--- config.mk ---
export PLATFORM = sky130hd
export DESIGN_NAME = pipe_skid_reg
export DESIGN_NICKNAME = d
export VERILOG_FILES = /design/src/rtl/mips_pipe_pkg.sv /design/src/rtl/flopenr_async.sv /design/src/rtl/pipe_skid_reg.sv
export SDC_FILE = /design/constraint.sdc
export NUM_CORES = 1
export LEC_CHECK = 0
export ABC_AREA = 1
export BUFFER_PORTS_ARGS = -buffer_cell sky130_fd_sc_hd__buf_2
export CORE_MARGIN = 3
export CORE_UTILIZATION = 40
export CTS_CLUSTER_SIZE = 10
export DETAILED_ROUTE_END_ITERATION = 10
export MAX_ROUTING_LAYER = met4
export PLACE_DENSITY_LB_ADDON = 0.1
export SYNTH_ARGS = -nofsm -noshare
export SYNTH_HDL_FRONTEND = slang
export SYNTH_SLANG_ARGS = --single-unit
export TNS_END_PERCENT = 30
--- constraint.sdc ---
create_clock -name clk -period 3.85 [get_ports clk]
set_clock_uncertainty 0.05 [all_clocks]
set_input_delay 0.1925 -clock clk [delete_from_list [all_inputs] [get_ports clk]]
set_output_delay 0.1925 -clock clk [all_outputs]
set_load 0.1 [all_outputs]
--- src/rtl/mips_pipe_pkg.sv ---
// Shared definitions for the MIPS pipeline stage registers.
package mips_pipe_pkg;

    // Entries held in a skid-buffered pipeline register.
    localparam int unsigned OCC_W = 2;

    // Encoding matches occupancy so the count is a direct state decode.
    typedef enum logic [1:0] {
        EMPTY = 2'd0,
        ONE   = 2'd1,
        FULL  = 2'd2
    } skid_state_t;

endpackage

--- src/rtl/flopenr_async.sv ---
// Data flop with load enable and asynchronous active-low clear.
module flopenr_async #(
    parameter int unsigned WIDTH = 32
) (
    input  logic             clk,
    input  logic             reset,
    input  logic             en,
    input  logic [WIDTH-1:0] d,
    output logic [WIDTH-1:0] q
);

    // Load d when enabled; clear immediately on reset low.
    always_ff @(posedge clk or negedge reset) begin
        if (!reset) begin
            q <= '0;
        end else if (en) begin
            q <= d;
        end
    end

endmodule

--- src/rtl/pipe_skid_reg.sv ---
// Two-entry skid-buffered pipeline register between MIPS stages.
// in_ready is a pure state decode, so a downstream stall reaches upstream
// one cycle late; the skid register absorbs the word accepted meanwhile.
module pipe_skid_reg
    import mips_pipe_pkg::*;
#(
    parameter int unsigned WIDTH = 32
) (
    input  logic             clk,
    input  logic             reset,
    input  logic             flush,
    input  logic             in_valid,
    output logic             in_ready,
    input  logic [WIDTH-1:0] in_data,
    output logic             out_valid,
    input  logic             out_ready,
    output logic [WIDTH-1:0] out_data,
    output logic [OCC_W-1:0] occupancy
);

    skid_state_t      state;
    skid_state_t      state_nxt;
    logic             main_en;
    logic             skid_en;
    logic [WIDTH-1:0] main_d;
    logic [WIDTH-1:0] skid_q;

    // State register; reset empties the buffer immediately.
    always_ff @(posedge clk or negedge reset) begin
        if (!reset) begin
            state <= EMPTY;
        end else begin
            state <= state_nxt;
        end
    end

    // Next state, register load controls and state-decoded outputs.
    always_comb begin
        state_nxt = state;
        main_en   = 1'b0;
        skid_en   = 1'b0;
        main_d    = in_data;
        out_valid = 1'b0;
        in_ready  = 1'b1;
        occupancy = '0;

        unique case (state)
            EMPTY: begin
                if (in_valid) begin
                    main_en   = 1'b1;
                    state_nxt = ONE;
                end
            end
            ONE: begin
                out_valid = 1'b1;
                occupancy = OCC_W'(1);
                if (in_valid && out_ready) begin
                    main_en = 1'b1;
                end else if (in_valid) begin
                    skid_en   = 1'b1;
                    state_nxt = FULL;
                end else if (out_ready) begin
                    state_nxt = EMPTY;
                end
            end
            FULL: begin
                out_valid = 1'b1;
                in_ready  = 1'b0;
                occupancy = OCC_W'(2);
                main_d    = skid_q;
                if (out_ready) begin
                    main_en   = 1'b1;
                    state_nxt = ONE;
                end
            end
            default: begin
                state_nxt = EMPTY;
            end
        endcase

        // Flush overrides everything; stored data is left as-is.
        if (flush) begin
            state_nxt = EMPTY;
            main_en   = 1'b0;
            skid_en   = 1'b0;
        end
    end

    flopenr_async #(.WIDTH(WIDTH)) u_main (
        .clk   (clk),
        .reset (reset),
        .en    (main_en),
        .d     (main_d),
        .q     (out_data)
    );

    flopenr_async #(.WIDTH(WIDTH)) u_skid (
        .clk   (clk),
        .reset (reset),
        .en    (skid_en),
        .d     (in_data),
        .q     (skid_q)
    );

endmodule

; Yosys cells after proc, flatten, opt, wreduce, memory -nomap -nowiden
; Index checks and enable logic that the tools add are counted.
[totals]
reg_bits = 66
in_bits = 37
output_inout_bits = 36
[classes]
eq_ne = 6
n_mux = 19
reduce_logical = 4
[ops]
columns = operator, count
row1 = two-way mux 32 bit, 1
row2 = two-way mux 2 bit, 6
row3 = two-way mux 1 bit, 9
row4 = "!= test 3 bit, second input constant", 3
row5 = case mux 2 bit (3 select lines), 1
row6 = "!= test 4 bit, second input constant", 1
row7 = case mux 2 bit (2 select lines), 1
row8 = AND reduction 4 bit, 1
row9 = case mux 1 bit (3 select lines), 1
row10 = "== test 2 x 1 -> 1 bit, second input constant", 1
row11 = "== test 2 bit, second input constant", 1
row12 = logical NOT 2 bit, 1
row13 = OR reduction 2 bit, 1
row14 = logical AND 1 bit, 1

; Longest topological paths before layout
[depth]
depth_word = 5
ltp_mapped = 9
depth_no_buf = 8

; Hierarchy
; From an unflattened synthesis, not the netlist that was laid out.
[unflattened]
cells_unflattened = 411
hier_area_um2 = 3250.6
[modules_own_cells]
columns = module, n_inst, cells_each, area_per_inst_um2
row1 = flopenr_async, 2, 136, 1292.5
row2 = pipe_skid_reg, 1, 139, 665.6

; Least setup slack after synthesis
; No wires, ideal clock.
[synth_timing]
path_type = register -> register
startpoint = register state[0]
endpoint = register u_main.q[10]
setup_time_ns = 0.124
arrival_ns = 2.259
path_slack_ns = 1.418
path_stages_with_launch = 8
n_path_buf = 2
synth_period_minus_slack_ns = 2.432
path_cell_list = dfrtp_1 > inv_1 > ha_1 > inv_2 > buf_2 > buf_2 > o21ai_0 > o21ai_2
[synth_between]
elab_chain_cells = 3
elab_cells_between_ends = 6
[synth_rtl]
columns = item, line_no
row1 = start: declaration, pipe_skid_reg.sv:21  ; skid_state_t state;
row2 = start signal: assignment, pipe_skid_reg.sv:33  ; state <= state_nxt;
row3 = == test 2 bit (tied with other cells), pipe_skid_reg.sv:47  ; unique case (state)
row4 = case mux 1 bit (3 select lines), pipe_skid_reg.sv:47
row5 = two-way mux 1 bit, pipe_skid_reg.sv:82  ; if (flush) begin
row6 = end signal: assignment, flopenr_async.sv:15  ; q <= '0;
row7 = end signal: assignment, flopenr_async.sv:17  ; q <= d;
row8 = end: declaration, flopenr_async.sv:9  ; output logic [WIDTH-1:0] q
; Several ways; a longest one is shown, not always the timed one.
; A chain may end at the register's enable or synchronous reset.

; Worst setup path in the final report
[layout_timing]
startpoint = register state[0]
endpoint = output in_ready
[layout_between]
elab_chain_cells = 2
[layout_rtl]
columns = item, line_no
row1 = == test 2 bit, pipe_skid_reg.sv:47
row2 = two-way mux 1 bit, pipe_skid_reg.sv:47
row3 = end: declaration, pipe_skid_reg.sv:13  ; output logic in_ready,
; No other way between the ends.

==> metrics.txt <==
# TYPE chip_impl_metric gauge
chip_impl_metric{name="cts_inserted_buffers",unit=""} 9
chip_impl_metric{name="grt_antenna_before_repair",unit=""} 0
chip_impl_metric{name="cts_htree_levels",unit=""} 3
chip_impl_metric{name="placement.setup.worst_slack",unit="ps"} 1649
chip_impl_metric{name="detail_route.vias_per_cell",unit=""} 4.481
chip_impl_metric{name="place_hpwl",unit="µm"} 4208
chip_impl_metric{name="number_of_synthesized_flops_with_an_enable_pin",unit=""} 0
chip_impl_metric{name="die_x",unit="µm"} 96.98
chip_impl_metric{name="number_of_vias_in_the_routed_layout",unit=""} 2330
chip_impl_metric{name="drt_first_pass_iters",unit=""} 4
chip_impl_metric{name="worst_hold_path.num_cells",unit=""} 3
chip_impl_info{name="status",value="finished, final reports clean"} 1
chip_impl_metric{name="port_buffers",unit=""} 72
chip_impl_metric{name="synth.ff_latch_count",unit=""} 66
chip_impl_metric{name="initialDrtViolationCount",unit=""} 95
chip_impl_metric{name="critical_path_peak_fanout",unit=""} 28
chip_impl_metric{name="numPlacedInstances",unit=""} 503
chip_impl_metric{name="slew_headroom",unit="%"} 33.05
chip_impl_metric{name="synthesis.instances",unit=""} 345
chip_impl_info{name="hold_path_class",value="in -> reg"} 1
chip_impl_metric{name="grt_start_max_net_pins",unit=""} 65
chip_impl_metric{name="gp_congestion",unit=""} 0.8174
chip_impl_metric{name="leakage",unit="µW"} 0.002056
chip_impl_metric{name="core_area",unit="µm²"} 7888
chip_impl_metric{name="area_added_between_synthesis_and_finish",unit="%"} 16.82
chip_impl_metric{name="timing_hold_violations_final",unit=""} 0
chip_impl_info{name="library_cell_used_as_clock_root_buffer",value="clkbuf_8"} 1
chip_impl_metric{name="start_util",unit="%"} 41.97
chip_impl_metric{name="detail-route-antenna-nets",unit=""} 0
chip_impl_metric{name="finalWorstPathRequiredPeriod",unit="ps"} 2223
chip_impl_metric{name="synth.top_cell.area_share",unit="%"} 49.89
chip_impl_metric{name="rows",unit=""} 32
chip_impl_metric{name="routed_wl",unit="µm"} 6331
chip_impl_metric{name="tns",unit="ps"} 0
chip_impl_metric{name="finalWorstSetupSlack",unit="ps"} 1627
chip_impl_metric{name="measured_slew_at_the_worst_slew_check_pin",unit="ps"} 1004
chip_impl_metric{name="power_density",unit="nW/µm²"} 738.2
chip_impl_info{name="category_of_the_most_critical_setup_path",value="reg -> out"} 1
chip_impl_metric{name="synthesis.area",unit="µm²"} 3311
chip_impl_info{name="layout.cells.most_common_list",value="nand2_1 (80), buf_2 (72), dfrtp_1 (66), o21ai_2 (62), inv_1 (36)"} 1
chip_impl_metric{name="worst_setup_hold_path_clk_slew",unit="ps"} 80
chip_impl_metric{name="grt_pass1_vias",unit=""} 2302
chip_impl_info{name="dominantRegCellSynth",value="dfrtp_1"} 1
chip_impl_metric{name="n_antenna_cell",unit=""} 0
chip_impl_metric{name="die_height",unit="µm"} 96.98
chip_impl_metric{name="finalNetCount",unit=""} 455
chip_impl_metric{name="fp.dieArea",unit="µm²"} 9404
chip_impl_metric{name="synth_fp_nets",unit=""} 387
chip_impl_metric{name="cp_data_required_time",unit="ps"} 3610
chip_impl_metric{name="post_route_cells_drive_above_1_share",unit="%"} 45.22
chip_impl_metric{name="drc",unit=""} 0
chip_impl_info{name="layout.cells.most_common",value="nand2_1"} 1
chip_impl_info{name="rsz_0062_raised_after_global_routing",value="no"} 1
chip_impl_metric{name="io-pin-count",unit=""} 73
chip_impl_metric{name="cts_buffer_depth",unit=""} 2
chip_impl_metric{name="wire_length_of_the_first_global_routing_pass",unit="µm"} 10720
chip_impl_metric{name="synth_seq_area_share",unit="%"} 49.89
chip_impl_info{name="setup.worst_path.start_class",value="flop"} 1
chip_impl_info{name="clock_tree_from_tritoncts",value="built"} 1
chip_impl_metric{name="post_synth_num_cell_types",unit=""} 20
chip_impl_info{name="critPathCaptureType",value="primary output"} 1
chip_impl_info{name="yosysTopAreaCell",value="dfrtp_1"} 1
chip_impl_metric{name="asyncSetResetFlopFracSynth",unit="%"} 100.0
chip_impl_metric{name="max_clock_freq",unit="MHz"} 449.9
chip_impl_metric{name="fin_cells",unit=""} 520
chip_impl_info{name="post_synth_main_area_contributors",value="dfrtp_1 (50%), o21ai_2 (16%), nand2_1 (9.1%)"} 1
chip_impl_metric{name="clkSinkCount",unit=""} 66
chip_impl_metric{name="cp.arrival",unit="ps"} 1980
chip_impl_metric{name="ir_drop",unit="mV"} 0.2711
chip_impl_metric{name="number_of_warnings_issued_by_yosys",unit=""} 0
chip_impl_metric{name="setup.reg_to_reg.worst_slack",unit="ps"} 1650
chip_impl_metric{name="worstRegToRegCells",unit=""} 6
chip_impl_metric{name="maxCapViolations",unit=""} 0
chip_impl_metric{name="routedWlPerCell",unit="µm"} 12.18
chip_impl_metric{name="timing.final.setup_violations",unit=""} 0
chip_impl_metric{name="grt.total_usage",unit="%"} 14.34
chip_impl_metric{name="synthesized_area_divided_by_synthesized_cell_count",unit="µm²"} 9.596
chip_impl_metric{name="max_slew_violation_count",unit=""} 0
chip_impl_metric{name="timing.final.crit_share",unit="%"} 57.74
chip_impl_metric{name="worst_skew_pair.late_latency",unit="ps"} 330
chip_impl_metric{name="overflow",unit=""} 0
[cell families after synthesis]
family / Yosys count / share of synthesized area (%)
AO/OA/AOI/OAI: 97 / 21.69
adder cells (fa/ha/maj): 5 / 1.890
buffers and inverters: 58 / 9.486
flip-flops: 66 / 49.89
AND/OR/NAND/NOR: 119 / 17.04
[cells in the mapped netlist (2+ instances only)]
cell type	n
nand2_1	80
buf_6	12
nand2_2	28
o21ai_0	32
o21ai_1	2
buf_2	5
o21ai_2	62
inv_2	3
inv_1	36
nand3_2	2
ha_1	5
nor2_1	2
dfrtp_1	66
clkbuf_1	2
nand3_1	3
[power breakdown]
group / internal (µW) / switching [µW] / total (µW)
logic: 255 / 992 / 1250
clock network: 316 / 273 / 589
registers: 900 / 119 / 1020
total: 1470 / 1380 / 2850
[through the flow]
step | utilization (%) | instance area [µm²] | hold WS [ps] | power [µW]
finish | 49.03 | 3867 | 70.15 | 2855
global route | 49.03 | 3867 | 71.58 | 3006
CTS | 49.03 | 3867 | 52.06 | 2890
floorplan | - | 3311 | -153.1 | 2094
global placement | 46.32 | 3654 | 192.9 | 2273
detailed placement | 46.32 | 3654 | 203.4 | 2287
[worst paths after layout]
| check | from | endpoint |
|---|---|---|
| max | state[0]$_DFFE_PN0P_ | in_ready |
| min | in_data[7] | u_skid.q[7]$_DFFE_PN0P_ |
| max reg2reg | state[1]$_DFFE_PN0P_ | u_skid.q[1]$_DFFE_PN0P_ |
| min reg2reg | u_skid.q[17]$_DFFE_PN0P_ | u_skid.q[17]$_DFFE_PN0P_ |
| max in group asynchronous | reset | u_skid.q[31]$_DFFE_PN0P_ |
| min in group asynchronous | reset | u_main.q[18]$_DFFE_PN0P_ |
[critical path: stages (launching register included)]
cell	delay [ps]
dfrtp_1	420
inv_1	90
ha_1	280
inv_2	350
buf_2	510
[flip-flops by register name (all words and copies together) (netlist names)]
signal	cells
state	2
u_main.q	32
u_skid.q	32
[layout make-up]
class	count	area, µm²
timing repair buffer	76	392.9
sequential	66	1652
clock buffer	10	137.6
clock inverter	6	66.31
inverter	39	146.4
multi-input combinational	221	1345
fill	784	4020
tap	102	127.6
[repair_timing]
| item | in CTS | in global routing |
|---|---|---|
| setup buffers | 0 | 0 |
| resized for setup | 0 | 0 |
| hold buffers | 1 | 0 |
| endpoints found under the hold margin | 25 | 0 |
[metal layers]
| layer | share of wire, % | GRT usage, % | vias up |
|---|---|---|---|
| met4 | 1.1 | 5.508 | 0 |
| li1 | - | - | 1229 |
| met3 | 4.0 | 2.596 | 8 |
| met1 | 50 | 18.86 | 1041 |
| met5 | 0 | - | - |
| met2 | 45 | 22.13 | 52 |
Note: power is estimated with default switching activity, not from simulation.
